$ cat src/rtl/regfile_wb_arbiter.sv
// Writeback arbiter for the 32x32 register file write port.
// The primary (in-order pipeline) writeback always wins. The secondary
// (long-latency) writebacks are queued in a small FIFO and drained when the
// primary source is idle. Each queued entry carries a live bit. A younger
// primary write to the same register clears that bit, so the stale entry is
// popped without writing the file.
// Optional feature macro: WB_PENDING_MASK_EN. It builds the pending_mask
// decode. When it is undefined, pending_mask is tied to zero.
module regfile_wb_arbiter #(
  parameter int DEPTH = 4,
  parameter int AW    = 2
) (
  input  logic          clock,
  input  logic          ctrl_reset,
  input  logic          p_valid,
  input  logic [4:0]    p_reg,
  input  logic [31:0]   p_data,
  input  logic          s_valid,
  output logic          s_ready,
  input  logic [4:0]    s_reg,
  input  logic [31:0]   s_data,
  output logic          ctrl_writeEnable,
  output logic [4:0]    ctrl_writeReg,
  output logic [31:0]   data_writeReg,
  output logic [AW:0]   fifo_count,
  output logic [31:0]   pending_mask
);

  localparam logic [AW:0] FULL_COUNT = (AW+1)'(DEPTH);

  // FIFO storage: register/data arrays are not reset; validity is tracked
  // by live_q and count_q.
  logic [4:0]       reg_q  [DEPTH];
  logic [31:0]      data_q [DEPTH];
  logic [DEPTH-1:0] live_q;
  logic [DEPTH-1:0] live_d;
  logic [AW-1:0]    wr_ptr_q;
  logic [AW-1:0]    rd_ptr_q;
  logic [AW:0]      count_q;
  logic [AW:0]      count_d;

  // Cleared by reset and set on the first clock edge afterwards. Until then
  // nothing is written, so no write lands on the edge after reset release.
  logic armed_q;

  logic p_act;
  logic enq;
  logic pop;
  logic head_live;

  assign s_ready    = (count_q != FULL_COUNT);
  assign fifo_count = count_q;

  // A primary write to r0 is treated as no request at all.
  assign p_act = armed_q & p_valid & (p_reg != 5'd0);
  // Secondary writes to r0 are accepted and then dropped.
  assign enq = s_valid & s_ready & (s_reg != 5'd0);
  // The FIFO drains only when the primary source leaves the port free.
  // A dead head still consumes its cycle.
  assign pop = armed_q & ~p_act & (count_q != '0);
  assign head_live = live_q[rd_ptr_q];

  // Per-entry live bit next state. A fresh enqueue sets the bit, a pop
  // clears it, and a primary write to the entry's register kills it. The
  // enqueue slot is always unoccupied, so its stale reg_q must not kill the
  // new (younger) entry, which is why enqueue has priority.
  for (genvar gi = 0; gi < DEPTH; gi++) begin : g_live
    assign live_d[gi] = (enq && wr_ptr_q == AW'(gi))           ? 1'b1 :
                        (pop && rd_ptr_q == AW'(gi))           ? 1'b0 :
                        (p_act && reg_q[gi] == p_reg)          ? 1'b0 :
                        live_q[gi];
  end

  // Occupancy next state. A simultaneous enqueue and pop leaves it unchanged.
  always_comb begin
    count_d = count_q;
    case ({enq, pop})
      2'b10:   count_d = count_q + 1'b1;
      2'b01:   count_d = count_q - 1'b1;
      default: count_d = count_q;
    endcase
  end

  // FIFO payload write on enqueue.
  always_ff @(posedge clock) begin
    if (enq) begin
      reg_q[wr_ptr_q]  <= s_reg;
      data_q[wr_ptr_q] <= s_data;
    end
  end

  // FIFO control state: pointers wrap naturally at a power-of-two DEPTH.
  always_ff @(posedge clock or posedge ctrl_reset) begin
    if (ctrl_reset) begin
      wr_ptr_q <= '0;
      rd_ptr_q <= '0;
      count_q  <= '0;
      live_q   <= '0;
      armed_q  <= 1'b0;
    end else begin
      if (enq) wr_ptr_q <= wr_ptr_q + 1'b1;
      if (pop) rd_ptr_q <= rd_ptr_q + 1'b1;
      count_q <= count_d;
      live_q  <= live_d;
      armed_q <= 1'b1;
    end
  end

  // Registered write port. Primary first, then a live FIFO head. Otherwise
  // enable drops and the address/data hold their last values.
  always_ff @(posedge clock or posedge ctrl_reset) begin
    if (ctrl_reset) begin
      ctrl_writeEnable <= 1'b0;
      ctrl_writeReg    <= 5'd0;
      data_writeReg    <= 32'd0;
    end else if (p_act) begin
      ctrl_writeEnable <= 1'b1;
      ctrl_writeReg    <= p_reg;
      data_writeReg    <= p_data;
    end else if (pop && head_live) begin
      ctrl_writeEnable <= 1'b1;
      ctrl_writeReg    <= reg_q[rd_ptr_q];
      data_writeReg    <= data_q[rd_ptr_q];
    end else begin
      ctrl_writeEnable <= 1'b0;
    end
  end

`ifdef WB_PENDING_MASK_EN
  logic [31:0] pending_mask_d;

  // Hazard mask: OR the one-hot of every live entry's register. Popped
  // entries have their live bit cleared, so empty slots never contribute.
  always_comb begin
    pending_mask_d = 32'd0;
    for (int i = 0; i < DEPTH; i++) begin
      if (live_q[i]) pending_mask_d[reg_q[i]] = 1'b1;
    end
  end

  assign pending_mask = pending_mask_d;
`else
  assign pending_mask = 32'd0;
`endif

endmodule
$ cat config.mk
export PLATFORM = sky130hd
export DESIGN_NAME = regfile_wb_arbiter
export DESIGN_NICKNAME = d
export VERILOG_FILES = /design/src/rtl/regfile_wb_arbiter.sv
export SDC_FILE = /design/constraint.sdc
export NUM_CORES = 1
export LEC_CHECK = 0
export ABC_AREA = 1
export CAP_MARGIN = 40
export CORE_MARGIN = 5
export CORE_UTILIZATION = 35
export DETAILED_ROUTE_END_ITERATION = 8
export RECOVER_POWER = 50
export SLEW_MARGIN = 5
export SYNTH_ARGS = -nofsm -noshare
export SYNTH_HDL_FRONTEND = slang
export SYNTH_SLANG_ARGS = --single-unit
$ cat constraint.sdc
create_clock -name clock -period 1.9 [get_ports clock]
set_input_delay 0.285 -clock clock [delete_from_list [all_inputs] [get_ports clock]]
set_output_delay 0.285 -clock clock [all_outputs]
set_load 0.01 [all_outputs]
==> results of run 1 <==
[flip-flops by register name, indices dropped and copies added, names as in the netlist]
register,flops
data_writeReg,32
reg_q,20
ctrl_writeReg,5
armed_q,1
rd_ptr_q,2
data_q,128
wr_ptr_q,2
ctrl_writeEnable,1
live_q,4
fifo_count,3
[power breakdown]
| group | total, mW | internal [mW] | switching, mW | leakage (nW) |
|---|---|---|---|---|
| Sequential | 6.33 | 5.86 | 0.471 | 1.96 |
| Clock | 3.66 | 1.99 | 1.67 | 0.282 |
| Combinational | 6.44 | 2.72 | 3.72 | 2.46 |
[cells by family (layout without fill, tap and decap cells)]
logic type	count (synthesis)	after routing	synth area share, %
other	2	34	0.08596
buffers and inverters	101	239	6.616
adder cells (fa/ha/maj)	10	10	1.518
AO/OA/AOI/OAI	10	10	0.7877
AND/OR/NAND/NOR	504	504	23.60
XOR/XNOR	22	22	2.205
flip-flops	198	198	65.19
[what timing repair did]
item | 4_1_cts | 5_1_grt
gates resized for setup | 6 | 14
endpoints found under the setup margin | 2 | 129
gates cloned | 0 | 2
setup buffers | 7 | 1
hold buffers | 0 | 0
pin swaps | 4 | 5
[per-stage QoR]
step / std cells / worst slack (ps) / area [µm²] / power (mW) / util, %
5_1_grt: 1340 / -11.07 / 11280 / 17.53 / 46.11
3_3_place_gp: 1299 / -385.9 / 10570 / 12.70 / 43.20
6_report: 1341 / 47.81 / 11280 / 16.42 / 46.12
2_1_floorplan: 878 / -16.81 / 8882 / 9.968 / -
3_5_place_dp: 1299 / -381.9 / 10570 / 12.77 / 43.20
4_1_cts: 1338 / -0.03952 / 11230 / 16.49 / 45.90
[worst paths after layout]
check	start	end
max reg2reg	fifo_count[1]$_DFFE_PP0P_	fifo_count[2]$_DFFE_PP0P_
max in group asynchronous	ctrl_reset	rd_ptr_q[1]$_DFFE_PP0P_
min in group clock	data_writeReg[14]$_DFFE_PP0P_	data_writeReg[14]$_DFFE_PP0P_
min reg2reg	data_writeReg[14]$_DFFE_PP0P_	data_writeReg[14]$_DFFE_PP0P_
max	fifo_count[1]$_DFFE_PP0P_	fifo_count[2]$_DFFE_PP0P_
min	ctrl_reset	data_writeReg[28]$_DFFE_PP0P_
[placed cells by master (no fill, tap or decap), types with 8 or more instances in the layout]
master	n
sky130_fd_sc_hd__nand2_1	361
sky130_fd_sc_hd__conb_1	33
sky130_fd_sc_hd__ha_1	8
sky130_fd_sc_hd__clkbuf_16	18
sky130_fd_sc_hd__nand3_1	120
sky130_fd_sc_hd__buf_12	12
sky130_fd_sc_hd__edfxtp_1	148
sky130_fd_sc_hd__buf_4	39
sky130_fd_sc_hd__dlygate4sd3_1	36
sky130_fd_sc_hd__inv_1	13
sky130_fd_sc_hd__dfrtp_1	47
sky130_fd_sc_hd__clkdlybuf4s50_1	82
sky130_fd_sc_hd__xor2_1	15
sky130_fd_sc_hd__nor2_1	11
[final cells by class]
cell class / instances / area, µm²
Antenna cell: 1 / 2.502
Inverter: 25 / 111.4
Fill cell: 2267 / 13180
Tap cell: 324 / 405.4
Clock buffer: 19 / 432.9
Clock inverter: 13 / 162.7
Timing Repair Buffer: 182 / 1837
Multi-Input combinational cell: 579 / 2631
Sequential cell: 198 / 5699
[layer usage]
metal	wire [µm]	GRT usage, %	up-vias	share of wire, %
met1	9556	19.65	2940	44
met2	10910	26.61	161	50
met5	0	0	-	0
li1	-	-	3034	-
met3	1055	3.212	19	4.8
met4	249	4.517	0	1.1
==> impl_table.tex, run 1 <==
\begin{tabular}{lr}
\hline
Metric & Value \\
\hline
\multicolumn{2}{l}{\textbf{Routing}} \\
First-pass DRT Iterations & 4 \\
Wire per inst & 16.23 µm \\
Via Count & 6154 \\
Post-detailed-route count of antenna-violating nets & 0 \\
Number of DRC violations after detailed-routing iteration 0 & 368 \\
Wire length after detailed routing & 21770 µm \\
Vias per cell & 4.589 \\
DRC violation count after routing & 0 \\
\multicolumn{2}{l}{\textbf{Synth}} \\
Total of flip-flops plus latches after synthesis & 198 \\
Ranking of synthesized cells by area & sky130\_fd\_sc\_hd\_\_edfxtp\_1 (51\%), sky130\_fd\_sc\_hd\_\_nand2\_1 (16\%), sky130\_fd\_sc\_hd\_\_dfrtp\_1 (14\%), sky130\_fd\_sc\_hd\_\_nand3\_1 (6.9\%), sky130\_fd\_sc\_hd\_\_buf\_4 (2.8\%) \\
Synth Area per Inst & 10.32 µm² \\
Count of unique library cells instantiated by Yosys & 28 \\
Most frequent cell after synthesis & sky130\_fd\_sc\_hd\_\_nand2\_1 \\
Most frequent cells after synthesis & sky130\_fd\_sc\_hd\_\_nand2\_1 (366), sky130\_fd\_sc\_hd\_\_edfxtp\_1 (148), sky130\_fd\_sc\_hd\_\_nand3\_1 (120) \\
Share of the yosys chip area belonging to registers & 65.19\% \\
Netlist area before placement & 8737 µm² \\
Most frequently used flop master after synthesis & sky130\_fd\_sc\_hd\_\_edfxtp\_1 \\
Share of flip-flops with an asynchronous set or reset after synthesis & 25.25\% \\
Proportion of netlist area held by the largest area contributor & 50.87\% \\
Cell count after synthesis & 847 \\
Yosys Warn Count & 0 \\
Library cell occupying the most area in the post-synthesis netlist & sky130\_fd\_sc\_hd\_\_edfxtp\_1 \\
Number of synthesized flops with an enable pin & 148 \\
\multicolumn{2}{l}{\textbf{Final layout}} \\
Ratio of cells with drive above 1 in the final layout & 11.81\% \\
Signed area change from the synthesized netlist to the final layout & 29.13\% \\
Nets & 1091 \\
\multicolumn{2}{l}{\textbf{Clocking}} \\
Clock tree from TritonCTS & done \\
Clk buf depth & 2 \\
Clock latency on the worst-skew pair & 430 ps \\
Number of H-tree levels & 4 \\
Clock transition at path regs & 80 ps \\
CTS Buf Count & 17 \\
Number of clock sinks & 198 \\
Clock root cell & sky130\_fd\_sc\_hd\_\_clkbuf\_16 \\
\multicolumn{2}{l}{\textbf{Critical path}} \\
CP Launch Type & flip-flop \\
Slowest cell on crit path & sky130\_fd\_sc\_hd\_\_dfrtp\_1 \\
Critical path type & reg -> reg \\
Most used cell, CP & sky130\_fd\_sc\_hd\_\_inv\_2 \\
Slowest Stage Delay on Critical Path & 390 ps \\
Crit path capture type & flip-flop \\
Kind of cell adding the most delay to the critical path & adder cells \\
Setup slack on the worst flop-to-flop path & 50 ps \\
Worst EP arrival & 2170 ps \\
Critical path fanouts, max & 2 \\
Critical path depth in cells & 11 \\
List of cells traversed by the critical path & nor2\_4 > buf\_6 > a21boi\_4 > nand2\_2 > inv\_2 > ha\_4 > inv\_2 > fa\_2 > a21oi\_2 > o21ai\_1 > xor2\_1 \\
Worst path bufs/invs & 3 \\
Worst reg-to-reg path cell count & 11 \\
Critical path data required time & 2220 ps \\
\multicolumn{2}{l}{\textbf{Placement}} \\
Input/output buffers & 119 \\
Sum of net half-perimeters after detailed placement & 14480 µm \\
Final weighted congestion of routability-driven global placement & 0.7604 \\
\multicolumn{2}{l}{\textbf{STA}} \\
Setup Viol. Count Final & 0 \\
Maximum achievable frequency & 0.5399 GHz \\
Final hold violation count & 0 \\
Final Slew Violations & 0 \\
Post-route fraction of the period consumed by the critical path & 97.48\% \\
Transition time at the pin with the least slew margin & 741.9 ps \\
Slew margin rel. & 50.48\% \\
Worst hold slack after final layout & 420.3 ps \\
Unrepaired setup endpoints after global routing & yes \\
Maximum clock skew at final layout & 12.02 ps \\
Sum Neg Setup Slack & 0 ps \\
Final Critical Period & 1852 ps \\
\multicolumn{2}{l}{\textbf{Global route}} \\
Total routing usage reported by global routing & 15.42\% \\
First-pass GRT wire length & 33990 µm \\
Pin count of the biggest net entering global routing & 40 \\
Vias in the first global route & 6171 \\
Antenna violations before repair & 1 \\
Total congestion overflow & 0 \\
\multicolumn{2}{l}{\textbf{Floorplanning}} \\
Cell row count & 57 \\
X dimension of the die & 168.0 µm \\
Std-Cell Core Area & 24460 µm² \\
Starting utilization of the core area & 35.72\% \\
Number of top-level pins & 152 \\
Die Height & 168.0 µm \\
Total Die Area & 28220 µm² \\
\multicolumn{2}{l}{\textbf{Pwr}} \\
Worst voltage drop across the vdd grid & 855.6 µV \\
Static leakage & 4.700 nW \\
Pwr dens & 1456 nW/µm² \\
\multicolumn{2}{l}{\textbf{Status}} \\
Run status & finished, final reports clean \\
\multicolumn{2}{l}{\textbf{Min path}} \\
Kind of path behind the tightest hold check & in -> async \\
\multicolumn{2}{l}{\textbf{Flow run}} \\
Maxcap violations & 0 \\
\hline
\end{tabular}
No activity file was read; power rests on OpenSTA's default activity.
==> run 2, diff against run 1 <==
- CORE_UTILIZATION: 35 -> 48
- PLACE_DENSITY: default -> 0.76
==> impl_table.tex, run 2 (synthesis gave the netlist of run 1 again) <==
\begin{tabular}{lr}
\hline
Metric & Value \\
\hline
\multicolumn{2}{l}{\textbf{Status}} \\
Run status & complete, but fails checks \\
Failing checks & setup timing \\
\multicolumn{2}{l}{\textbf{Critical path}} \\
Slowest Stage Delay on Critical Path & 390 ps \\
Crit path capture type & flip-flop \\
Worst EP arrival & 2220 ps \\
Most used cell, CP & sky130\_fd\_sc\_hd\_\_inv\_2 \\
List of cells traversed by the critical path & nor2\_4 > buf\_6 > a21boi\_4 > nand2\_2 > inv\_2 > ha\_4 > inv\_2 > fa\_2 > a21oi\_2 > o21ai\_1 > xor2\_1 \\
Critical path fanouts, max & 2 \\
Critical path type & reg -> reg \\
CP Launch Type & flip-flop \\
Critical path data required time & 2210 ps \\
Slowest cell on crit path & sky130\_fd\_sc\_hd\_\_dfrtp\_1 \\
\multicolumn{2}{l}{\textbf{Clocking}} \\
Clock transition at path regs & 70 ps \\
CTS hold repair buffers & 0 \\
Number of H-tree levels & 4 \\
Clock root cell & sky130\_fd\_sc\_hd\_\_clkbuf\_16 \\
Clk buf depth & 2 \\
Clock latency on the worst-skew pair & 430 ps \\
CTS Buf Count & 17 \\
Number of clock sinks & 198 \\
Clock tree from TritonCTS & done \\
\multicolumn{2}{l}{\textbf{Pwr}} \\
Static leakage & 4.656 nW \\
Total power & 16.11 mW \\
Pwr dens & 1452 nW/µm² \\
Worst voltage drop across the vdd grid & 676.1 µV \\
\multicolumn{2}{l}{\textbf{Placement}} \\
Cell area reported after detailed placement & 10480 µm² \\
Cell Count Post-Placement & 1205 \\
Final weighted congestion of routability-driven global placement & 0.7916 \\
Input/output buffers & 119 \\
Sum of net half-perimeters after detailed placement & 13280 µm \\
\multicolumn{2}{l}{\textbf{Floorplanning}} \\
Die Height & 144.9 µm \\
Total Die Area & 21000 µm² \\
Cell row count & 49 \\
Std-Cell Core Area & 17960 µm² \\
Number of top-level pins & 152 \\
Starting utilization of the core area & 48.64\% \\
X dimension of the die & 144.9 µm \\
\multicolumn{2}{l}{\textbf{Routing}} \\
Wire length after detailed routing & 20030 µm \\
First-pass DRT Iterations & 5 \\
Wire per inst & 16.15 µm \\
DRC violation count after routing & 0 \\
Post-detailed-route count of antenna-violating nets & 0 \\
Vias per cell & 4.997 \\
Number of DRC violations after detailed-routing iteration 0 & 528 \\
Via Count & 6196 \\
\multicolumn{2}{l}{\textbf{Final layout}} \\
Count of filler cells inserted in the layout & 1386 \\
Signed area change from the synthesized netlist to the final layout & 26.99\% \\
Largest register FFs & 128 \\
Leading cell types in the layout, fill and taps excluded & sky130\_fd\_sc\_hd\_\_nand2\_1 (363), sky130\_fd\_sc\_hd\_\_edfxtp\_1 (148), sky130\_fd\_sc\_hd\_\_nand3\_1 (120) \\
Most common cell after layout, fill and taps aside & sky130\_fd\_sc\_hd\_\_nand2\_1 \\
Non-filler instance count after layout & 1240 \\
Nets & 1086 \\
Cell area after layout & 11100 µm² \\
Top flop regs & data\_q: 128 flops, data\_writeReg: 32 flops, reg\_q: 20 flops \\
Register ranked first by flip-flop count & data\_q \\
Ant. Diodes & 0 \\
Ratio of cells with drive above 1 in the final layout & 10.98\% \\
\multicolumn{2}{l}{\textbf{STA}} \\
Post-route fraction of the period consumed by the critical path & 100.7\% \\
Setup Viol. Count Final & 1 \\
Sum Neg Setup Slack & -13.90 ps \\
Transition time at the pin with the least slew margin & 1359 ps \\
Unrepaired setup endpoints after global routing & yes \\
PnR worst setup slack & -13.90 ps \\
Final hold violation count & 0 \\
Maximum clock skew at final layout & 8.020 ps \\
Final Critical Period & 1914 ps \\
Final Slew Violations & 0 \\
Maximum achievable frequency & 0.5225 GHz \\
Slew margin rel. & 9.375\% \\
\multicolumn{2}{l}{\textbf{Min path}} \\
Kind of path behind the tightest hold check & reg -> reg \\
\multicolumn{2}{l}{\textbf{Global route}} \\
First-pass GRT wire length & 32170 µm \\
Antenna violations before repair & 0 \\
Total routing usage reported by global routing & 19.03\% \\
Total congestion overflow & 0 \\
Vias in the first global route & 6300 \\
Pin count of the biggest net entering global routing & 51 \\
\multicolumn{2}{l}{\textbf{Flow run}} \\
Maxcap violations & 0 \\
\hline
\end{tabular}
run 2: changes by cell type in the layout (fill, tap and decap cells not counted), moves of 2 or more:
cell / change
sky130_fd_sc_hd__buf_6: -4
sky130_fd_sc_hd__clkinv_1: +4
sky130_fd_sc_hd__inv_8: -4
sky130_fd_sc_hd__clkinv_2: +3
sky130_fd_sc_hd__buf_12: +2
sky130_fd_sc_hd__buf_4: -2
sky130_fd_sc_hd__clkdlybuf4s50_1: +2
sky130_fd_sc_hd__dlygate4sd3_1: -2
sky130_fd_sc_hd__nand2_1: +2
run 2: path summary, 6_finish.rpt:
| check | start | endpoint | slack [ps] | depth (start not counted) |
|---|---|---|---|---|
| worst max-delay path | fifo_count[1]$_DFFE_PP0P_ | fifo_count[2]$_DFFE_PP0P_ | -10 | 11 |
| worst min-delay path | data_writeReg[4]$_DFFE_PP0P_ | data_writeReg[4]$_DFFE_PP0P_ | 470 | 2 |
| worst max register to register | fifo_count[1]$_DFFE_PP0P_ | fifo_count[2]$_DFFE_PP0P_ | -10 | 11 |
| worst min register to register | data_writeReg[4]$_DFFE_PP0P_ | data_writeReg[4]$_DFFE_PP0P_ | 470 | 2 |
| max in group asynchronous | ctrl_reset | rd_ptr_q[0]$_DFFE_PP0P_ | 380 | 3 |
| min in group asynchronous | ctrl_reset | data_writeReg[29]$_DFFE_PP0P_ | 620 | 3 |
run 2: critical path, delay by kind of cell (launching register included):
family / cells / cell delay (ps)
and+or+nand+nor: 2 / 140
DFF: 1 / 390
adders and majority gates: 2 / 500
xor gates and xnor gates: 1 / 140
buffers and inverters: 3 / 240
AOI/OAI and AO/OA: 3 / 390
run 2: cell type report:
type	instances	area, µm²	share of cell area, %
clock buffer	19	432.9	3.902
clock inverter	13	127.6	1.150
inverter	25	111.4	1.004
multi-input combinational	579	2626	23.67
sequential	198	5699	51.36
tap	229	286.5	2.582
timing repair buffer	177	1812	16.33
run 2: layer usage:
layer | up-vias | global-route usage (%) | share of wire, %
li1 | 3026 | - | -
met5 | - | 0 | 0
met4 | 0 | 5.461 | 1.2
met1 | 2953 | 24.32 | 43
met3 | 19 | 4.740 | 6.4
met2 | 198 | 32.33 | 50
run 2: metrics by stage:
| stage | worst slack [ps] | utilization, % | hold slack, ps |
|---|---|---|---|
| 2_1_floorplan | -16.81 | - | 383.9 |
| 3_3_place_gp | -389.7 | 58.35 | 456.5 |
| 3_5_place_dp | -425.2 | 58.35 | 460.9 |
| 4_1_cts | 12.49 | 61.48 | 227.6 |
| 5_1_grt | -90.17 | 61.77 | 497.1 |
| 6_report | -13.90 | 61.77 | 472.0 |
run 2: where the power goes:
part | internal [mW] | switching, mW
Clock | 1.93 | 1.51
Sequential | 5.86 | 0.456
Combinational | 2.71 | 3.65
Total | 10.5 | 5.62
run 2: repair_timing:
| action | CTS | global route |
|---|---|---|
| pin swaps | 0 | 6 |
| gates cloned | 0 | 1 |
| buffers inserted | 0 | 2 |
| endpoints found under the setup margin | 26 | 150 |
| resized for setup | 2 | 13 |
